$ cat src/rtl/spi_regfile_ctrl_pkg.sv
// Shared definitions for the SPI register-file controller: FSM states,
// command byte field positions and the idle MISO byte.
package spi_regfile_ctrl_pkg;

    localparam int unsigned BYTE_W   = 8;
    localparam int unsigned RD_BIT   = 7;
    localparam int unsigned ADDR_MSB = 3;
    localparam int unsigned ADDR_W   = ADDR_MSB + 1;

    localparam logic [BYTE_W-1:0] IDLE_TX = 8'h00;

    typedef enum logic [1:0] {
        ST_ARM0 = 2'd0,
        ST_CMD  = 2'd1,
        ST_WR   = 2'd2,
        ST_RD   = 2'd3
    } state_t;

    // Command byte: bit RD_BIT selects read, bits [ADDR_MSB:0] give the start address.
    function automatic logic cmd_is_rd(input logic [BYTE_W-1:0] b);
        return b[RD_BIT];
    endfunction

    function automatic logic [ADDR_W-1:0] cmd_addr(input logic [BYTE_W-1:0] b);
        return b[ADDR_MSB:0];
    endfunction

endpackage

$ cat src/rtl/spi_regbank.sv
// Bank of NREG byte registers with one write port and one combinational read port.
// Out-of-range write addresses are ignored; out-of-range reads return zero.
module spi_regbank
    import spi_regfile_ctrl_pkg::*;
#(
    parameter int unsigned       NREG    = 8,
    parameter logic [BYTE_W-1:0] RST_VAL = 8'h00
) (
    input  logic                     clk,
    input  logic                     rst,
    input  logic                     we,
    input  logic [ADDR_W-1:0]        waddr,
    input  logic [BYTE_W-1:0]        wdata,
    input  logic [ADDR_W-1:0]        raddr,
    output logic [BYTE_W-1:0]        rdata,
    output logic [NREG*BYTE_W-1:0]   regs_flat
);

    logic [BYTE_W-1:0] regs [NREG];

    always_ff @(posedge clk or posedge rst) begin
        if (rst) begin
            for (int k = 0; k < int'(NREG); k++) begin
                regs[k] <= RST_VAL;
            end
        end else if (we) begin
            for (int k = 0; k < int'(NREG); k++) begin
                if (waddr == ADDR_W'(k)) begin
                    regs[k] <= wdata;
                end
            end
        end
    end

    always_comb begin
        rdata = '0;
        for (int k = 0; k < int'(NREG); k++) begin
            if (raddr == ADDR_W'(k)) begin
                rdata = regs[k];
            end
        end
    end

    always_comb begin
        regs_flat = '0;
        for (int k = 0; k < int'(NREG); k++) begin
            regs_flat[k*BYTE_W +: BYTE_W] = regs[k];
        end
    end

endmodule

$ cat src/rtl/spi_regfile_ctrl.sv
// SPI slave command decoder: first byte of a frame is a read/write command with a
// start address, following bytes stream into or out of the register bank.
module spi_regfile_ctrl
    import spi_regfile_ctrl_pkg::*;
#(
    parameter int unsigned       NREG    = 8,
    parameter logic [BYTE_W-1:0] RST_VAL = 8'h00
) (
    input  logic                   clk,
    input  logic                   rst,
    input  logic                   ss,
    input  logic [BYTE_W-1:0]      rx_byte,
    input  logic                   rx_valid,
    output logic [BYTE_W-1:0]      tx_byte,
    output logic                   tx_en,
    output logic [NREG*BYTE_W-1:0] cfg_out,
    output logic                   wr_strobe,
    output logic [ADDR_W-1:0]      wr_addr,
    output logic                   frame_act
);

    localparam logic [ADDR_W:0] NREG_L = (ADDR_W+1)'(NREG);

    logic ss_meta;
    logic ss_sync;
    logic frame_start;
    logic frame_end;
    logic byte_ok;

    state_t              state, state_d;
    logic [ADDR_W-1:0]   ptr, ptr_d;
    logic [BYTE_W-1:0]   tx_byte_d;
    logic                tx_en_d;
    logic [ADDR_W-1:0]   raddr;
    logic [BYTE_W-1:0]   rdata;
    logic                wr_en;

    // Pin synchroniser; frame_act lags ss_sync by one cycle so edges fall out of the pair.
    always_ff @(posedge clk or posedge rst) begin
        if (rst) begin
            ss_meta   <= 1'b1;
            ss_sync   <= 1'b1;
            frame_act <= 1'b0;
        end else begin
            ss_meta   <= ss;
            ss_sync   <= ss_meta;
            frame_act <= ~ss_sync;
        end
    end

    assign frame_start = ~frame_act & ~ss_sync;
    assign frame_end   =  frame_act &  ss_sync;
    assign byte_ok     =  rx_valid & frame_act;

    // Writes commit in the rx_valid cycle, so the strobe is combinational.
    assign wr_en     = (state == ST_WR) && byte_ok && ({1'b0, ptr} < NREG_L);
    assign wr_strobe = wr_en;
    assign wr_addr   = ptr;

    always_comb begin
        raddr = (state == ST_CMD) ? cmd_addr(rx_byte) : ADDR_W'(ptr + 4'd1);
    end

    spi_regbank #(
        .NREG    (NREG),
        .RST_VAL (RST_VAL)
    ) u_regbank (
        .clk       (clk),
        .rst       (rst),
        .we        (wr_en),
        .waddr     (ptr),
        .wdata     (rx_byte),
        .raddr     (raddr),
        .rdata     (rdata),
        .regs_flat (cfg_out)
    );

    always_ff @(posedge clk or posedge rst) begin
        if (rst) begin
            state   <= ST_ARM0;
            ptr     <= '0;
            tx_byte <= IDLE_TX;
            tx_en   <= 1'b0;
        end else begin
            state   <= state_d;
            ptr     <= ptr_d;
            tx_byte <= tx_byte_d;
            tx_en   <= tx_en_d;
        end
    end

    always_comb begin
        state_d   = state;
        ptr_d     = ptr;
        tx_byte_d = tx_byte;
        tx_en_d   = 1'b0;

        unique case (state)
            ST_ARM0: begin
                tx_en_d   = 1'b1;
                tx_byte_d = IDLE_TX;
                state_d   = ST_CMD;
            end
            ST_CMD: begin
                if (byte_ok) begin
                    ptr_d   = cmd_addr(rx_byte);
                    tx_en_d = 1'b1;
                    if (cmd_is_rd(rx_byte)) begin
                        tx_byte_d = rdata;
                        state_d   = ST_RD;
                    end else begin
                        tx_byte_d = IDLE_TX;
                        state_d   = ST_WR;
                    end
                end
            end
            ST_WR: begin
                if (byte_ok) begin
                    ptr_d     = ptr + 4'd1;
                    tx_en_d   = 1'b1;
                    tx_byte_d = IDLE_TX;
                end
            end
            ST_RD: begin
                if (byte_ok) begin
                    ptr_d     = ptr + 4'd1;
                    tx_en_d   = 1'b1;
                    tx_byte_d = rdata;
                end
            end
            default: state_d = ST_CMD;
        endcase

        // A byte landing with frame end is still processed above; the engine's armed byte stays put.
        if (frame_end || (frame_start && state != ST_CMD)) begin
            state_d = ST_CMD;
        end
    end

endmodule

$ cat config.mk
export PLATFORM = sky130hd
export DESIGN_NAME = spi_regfile_ctrl
export DESIGN_NICKNAME = d
export VERILOG_FILES = /design/src/rtl/spi_regfile_ctrl_pkg.sv /design/src/rtl/spi_regbank.sv /design/src/rtl/spi_regfile_ctrl.sv
export SDC_FILE = /design/constraint.sdc
export NUM_CORES = 1
export LEC_CHECK = 0
export CAP_MARGIN = 20
export CORE_MARGIN = 5
export CORE_UTILIZATION = 50
export DETAILED_ROUTE_END_ITERATION = 7
export GPL_TIMING_DRIVEN = 1
export HOLD_SLACK_MARGIN = 0.02
export PLACE_DENSITY = 0.87
export SLEW_MARGIN = 20
export SYNTH_ARGS = -nofsm -noshare
export SYNTH_HDL_FRONTEND = slang
export SYNTH_SLANG_ARGS = --single-unit
$ cat constraint.sdc
create_clock -name clk -period 3.5 [get_ports clk]
set_input_delay 0.7 -clock clk [delete_from_list [all_inputs] [get_ports clk]]
set_output_delay 0.7 -clock clk [all_outputs]
set_load 0.02 [all_outputs]
# Word level (Yosys, flattened, before mapping)
# Index checks and enable logic that the tools add are counted.
[totals]
register_bits = 82
latch_bits = 0
mem_bits_rw = 0
mem_bits_ro = 0
word_cells = 90
mem_count = 0
[op_classes]
addsub = 1
multipliers = 0
div_mod_pow = 0
magnitude_cmp = 1
n_eq_ne = 23
shifts = 0
muxes = 23
bitwise_logic = 5
reduce_logical = 22
[op_table]
columns = ["operator", "n"]
rows = [
  ["2-to-1 mux 8 bit", 12],
  ["equality test 4 x 3 -> 1 bit, second input constant", 8],
  ["case mux 8 bit (4 select lines)", 1],
  ["AND reduction 2 bit", 9],
  ["equality test 4 x 2 -> 1 bit, second input constant", 4],
  ["2-to-1 mux 4 bit", 3],
  ["equality test 4 x 1 -> 1 bit, second input constant", 2],
  ["logical NOT 4 bit", 2],
  ["case mux 4 bit (2 select lines)", 1],
  ["inequality test 2 bit, second input constant", 3],
  ["AND reduction 3 bit", 2],
  ["adder 4 x 1 -> 4 bit, second input constant", 1],
  ["equality test 2 bit, second input constant", 2],
  ["less-than comparator 4 bit, second input constant", 1],
  ["2-to-1 mux 2 bit", 2],
  ["inequality test 2 x 1 -> 1 bit, second input constant", 2],
  ["case mux 2 bit (2 select lines)", 1],
  ["AND 1 bit", 3],
  ["logical AND 1 bit", 3],
  ["inequality test 3 x 2 -> 1 bit, second input constant", 1],
  ["nonzero test 3 bit", 1],
  ["OR reduction 3 bit", 1],
  ["equality test 2 x 1 -> 1 bit, second input constant", 1],
  ["logical NOT 2 bit", 1],
  ["other kinds (6)", 8],
]

# Depth between registers and ports, before layout
[logic_depth]
depth_word = 14
ltp_mapped = 10

# Hierarchy
# Synthesis repeated with hierarchy kept, for this count alone.
[unflattened]
cells_unflattened = 353
hier_area_um2 = 4086.4
[by_module_without_submodules]
columns = ["mod", "instances", "cells_per_inst", "area_per_inst_um2", "seq_area_each_um2"]
rows = [
  ["spi_regbank", 1, 276, 3209.3, 1601.5],
  ["spi_regfile_ctrl", 1, 77, 877.1, 452.9],
]

# Worst setup path after synthesis
# No wires, ideal clock.
[synth_path]
kind = "register -> register"
from = "register ptr[0] (netlist: wr_addr[0])"
to = "register tx_byte[0]"
setup_ns = 0.128
arrival_ns = 2.322
setup_slack_ns = 1.050
stages_incl_launch_ff = 11
n_path_buf = 3
synth_period_minus_slack_ns = 2.450
path_cell_list = "dfrtp_1 -> buf_2 -> inv_1 -> ha_1 -> a31o_1 -> buf_6 -> and3b_1 -> buf_6 -> o21a_4 -> a211o_1 -> a2bb2oi_1"
[synth_via]
elab_chain_cells = 14
elab_cells_between_ends = 22
[synth_rtl]
columns = ["item", "line", "source"]
rows = [
  ["start: declaration", "spi_regfile_ctrl.sv:31", "logic [ADDR_W-1:0] ptr, ptr_d;"],
  ["start signal: assignment", "spi_regfile_ctrl.sv:86", "ptr <= ptr_d;"],
  ["adder 4 x 1 -> 4 bit (*)", "spi_regfile_ctrl.sv:61", "raddr = (state == ST_CMD) ? cmd_addr(rx_byte) : ADDR_W'(ptr + 4'd1);"],
  ["2-to-1 mux 4 bit (*)", "spi_regfile_ctrl.sv:61", ""],
  ["logical NOT 4 bit", "spi_regbank.sv:38", "if (raddr == ADDR_W'(k)) begin"],
  ["2-to-1 mux 8 bit (7 in a row)", "spi_regbank.sv:38", ""],
  ["2-to-1 mux 8 bit (*)", "spi_regbank.sv:38", ""],
  ["2-to-1 mux 8 bit", "spi_regfile_ctrl.sv:108", "if (cmd_is_rd(rx_byte)) begin"],
  ["2-to-1 mux 8 bit", "spi_regfile_ctrl.sv:105", "if (byte_ok) begin"],
  ["case mux 8 bit (4 select lines) (*)", "spi_regfile_ctrl.sv:98", "unique case (state)"],
  ["end signal: assignment", "spi_regfile_ctrl.sv:87", "tx_byte <= tx_byte_d;"],
  ["end: declaration", "spi_regfile_ctrl.sv:14", "output logic [BYTE_W-1:0] tx_byte,"],
]
# Mark *: on every way between the ends. The rest lies on a longest branch, timed or not. The select of a mux whose other input is x is not followed.
# A chain may end at the register's enable or synchronous reset.

# Worst setup path in the final report
[layout_path]
from = "input rx_valid"
to = "output wr_strobe"
[layout_via]
elab_chain_cells = 3
[layout_rtl]
columns = ["item", "line", "source"]
rows = [
  ["start: declaration", "spi_regfile_ctrl.sv:13", "input logic rx_valid,"],
  ["AND 1 bit", "spi_regfile_ctrl.sv:53", "assign byte_ok = rx_valid & frame_act;"],
  ["logical AND 1 bit (2 in a row)", "spi_regfile_ctrl.sv:56", "assign wr_en = (state == ST_WR) && byte_ok && ({1'b0, ptr} < NREG_L);"],
  ["end: declaration", "spi_regfile_ctrl.sv:17", "output logic wr_strobe,"],
]
# Every way passes these cells.

==> summary.md <==
| Metric | Value |
|---|---|
| DP Area | `0.00500 sq mm` |
| Die width | `99.5 um` |
| Synth Net Count | `347` |
| Slack of the critical path | `599 ps` |
| Crit-path most repeated cell | `clkdlybuf4s50_1` |
| Number of global-route vias before repair | `3337` |
| Reg-to-Reg Start | `wr_addr[0]` |
| Clk sinks | `82` |
| Share of cells above drive strength 1 | `21.8%` |
| Fmax | `345 MHz` |
| Routed Antenna Nets | `0` |
| Slew HR | `43.4%` |
| DR vias/cell | `6.03` |
| Mapped cell area | `0.00400 sq mm` |
| PostCTS Resize Cnt | `0` |
| Max incr delay on CP | `620 ps` |
| Asr flop ratio synth | `100%` |
| First-pass GRT wire length | `18100 um` |
| TNS Setup | `0 ps` |
| Initial core utilization | `51.5%` |
| VDD IR-drop max | `0.000231 V` |
| R2r setup slk | `650 ps` |
| CTS tree | `yes` |
| Total gr overflow | `0` |
| Deepest clock path buffer count | `2` |
| Per-cell routed wire length | `21.4 um` |
| Final setup vio count | `0` |
| Die Area | `0.00990 sq mm` |
| Routed vias | `3158` |
| Final instance area | `0.00519 sq mm` |
| DP Worst Slack | `450 ps` |
| # nets final | `435` |
| Register area share after synthesis | `51.3%` |
| Number of antenna diodes | `0` |
| Final instance count without filler cells | `524` |
| Register area | `0.00205 sq mm` |
| Gpl congestion | `0.888` |
| Clk_lat worst skew | `350 ps` |
| Crit end category | `output pin` |
| Min Tclk post-route | `2900 ps` |
| Core area | `0.00777 sq mm` |
| Synth unique cells | `56` |
| Yosys warns | `0` |
| Synth Instances | `331` |
| GR Util All Layers | `23.3%` |
| Slew @ Worst Pin | `844 ps` |
| Startpoint class of the critical path | `primary input` |
| Capture point of the critical path | `wr_strobe` |
| Largest net degree at the start of global routing | `50` |
| Arr. time, crit path | `2200 ps` |
| Drt first pass iters | `5` |
| Hold Violations, Final | `0` |
| Status | `complete, no violations` |
| Initial antenna violation count | `0` |
| Kind of critical path | `in2out` |
| H-Tree Depth | `3` |
| Area of the multi-input gates | `0.00180 sq mm` |
| Worst Path Max Fanout | `5` |
| Die extent in y | `99.5 um` |
| WP data required | `2800 ps` |
| Setup Fix Bufs, Post-CTS | `0` |
| Seq cells post-synth | `82` |
| Routed WL | `11200 um` |
| Crit share post-route | `82.9%` |
| Dpl hpwl | `8150 um` |
| Worst clock skew | `6.47 ps` |
| R2r endpoint | `tx_byte[2]` |
| CP Cell Sequence | `clkdlybuf4s50_1 -> and2_1 -> and3_1 -> clkdlybuf4s50_1` |
| Max-cap violation count | `0` |
| Area grow syn2layout | `29.6%` |
| Port buffer count | `90` |
| Setup crit start | `rx_valid` |
| Syn_area_per_cell | `12.1 sq um` |
| Placed Cells incl. Taps | `510` |
| EDFF count, synth | `0` |
| RSZ-0062 raised after global routing | `false` |
| Pwr Density | `398 mW/mm^2` |
| Top FF cell, synth | `dfrtp_1` |
| Initial drt markers | `280` |
| Slowest CP cell | `clkdlybuf4s50_1` |
| Register-to-Register Path Depth | `6` |
| Static leakage | `2.38 nW` |
| Final count of pins violating max slew | `0` |
| Hold buffer count at CTS | `0` |
| CTS buffer count | `9` |
| Worst hold path type | `reg2reg` |
| Row cnt | `32` |
| DRC | `0` |
| FILL cells | `558` |
| Top Ports | `91` |
| CTS clock-pin slew for the worst setup and hold paths | `80 ps` |
| Root Driver | `clkbuf_8` |
==> Yosys cell counts (2+ instances only) <==
cell	instances	area share, %
nor2b_1	5	0.78
and3_1	2	0.31
and2_1	6	0.94
mux2i_1	3	0.75
o211a_1	2	0.50
a211o_1	6	1.3
o221ai_1	5	1.1
a31oi_1	7	1.1
inv_1	11	1.0
clkbuf_1	9	0.84
xor2_1	2	0.44
o31ai_1	2	0.37
a32o_1	5	1.3
a221o_1	5	1.3
ha_1	4	1.3
dfrtp_1	80	50
buf_2	9	1.1
a32oi_1	2	0.44
a22oi_1	9	1.7
nor2_1	19	1.8
o21ai_0	6	0.75
a2bb2oi_1	6	1.3
a21oi_1	6	0.75
mux2_2	60	17
nand2_1	22	2.1
nand2b_1	2	0.31
buf_6	2	0.56
o22a_1	2	0.44
dfstp_2	2	1.3
mux2_1	4	1.1
==> cells by family after synthesis <==
logic type,share of synthesized area [%]
simple gates,7.91
xor+xnor,0.844
mux,19.1
compound gates,15.8
buf+inv,3.75
flops,51.3
fa+ha+maj,1.25
==> worst max-delay path, delay by kind of cell <==
family | cells | cell delay (ps)
buf+inv | 2 | 1070
simple gates | 2 | 430
==> sequential cells by signal, indices dropped and copies added (netlist names) <==
register,count
state,2
ss_sync,1
tx_en,1
wr_addr,4
u_regbank.regs_flat,64
tx_byte,8
frame_act,1
ss_meta,1
==> worst min-delay path by stage <==
stage | start | end | slack (ps) | cells past startpoint
floorplan | ss_meta | ss_sync | 350 | 0
global placement | ss_meta | ss_sync | 350 | 0
detailed placement | ss_meta | ss_sync | 350 | 0
CTS | ss_meta | ss_sync | 360 | 0
global route | ss_meta | ss_sync | 370 | 0
finish | ss_meta | ss_sync | 360 | 0
==> placed cells by master, fill, tap and decap left out, types with 5 or more instances in the layout <==
| master | instances |
|---|---|
| a211o_1 | 6 |
| a21oi_1 | 6 |
| a221o_1 | 5 |
| a22oi_1 | 9 |
| a2bb2oi_1 | 6 |
| a31oi_1 | 7 |
| a32o_1 | 5 |
| and2_1 | 6 |
| buf_4 | 7 |
| clkbuf_8 | 11 |
| clkdlybuf4s50_1 | 90 |
| dfrtp_1 | 80 |
| inv_1 | 10 |
| mux2_2 | 60 |
| nand2_1 | 22 |
| nor2_1 | 19 |
| nor2b_1 | 5 |
| o21ai_0 | 6 |
| o221ai_1 | 5 |
==> routing by layer <==
layer	vias up	GRT usage, %	share of wire, %
met4	0	10.4	3.0
met1	1531	30.6	42
met5	-	0	0
met3	39	5.26	7.3
met2	177	37.1	48
li1	1411	-	-
==> power by group <==
group | internal, mW | total, mW | switching (mW)
clock network | 0.358 | 0.678 | 0.320
registers | 0.974 | 1.01 | 0.0386
logic | 0.149 | 0.375 | 0.226
total | 1.48 | 2.07 | 0.585
==> through the flow <==
stage	util (%)	hold slack (ps)	power (mW)
5_1_grt	66.8	368	2.13
4_1_cts	66.8	358	2.06
6_report	66.8	358	2.07
3_3_place_gp	64.3	346	1.38
2_1_floorplan	-	345	1.26
3_5_place_dp	64.3	347	1.40
==> cell type report <==
type | instances | area share [%]
Inverter | 11 | 0.796
Clock buffer | 11 | 2.92
Sequential cell | 82 | 39.6
Timing Repair Buffer | 98 | 18.8
Multi-Input combinational cell | 217 | 34.7
Clock inverter | 3 | 0.772
Tap cell | 102 | 2.46
No activity file was read; power rests on OpenSTA's default activity.
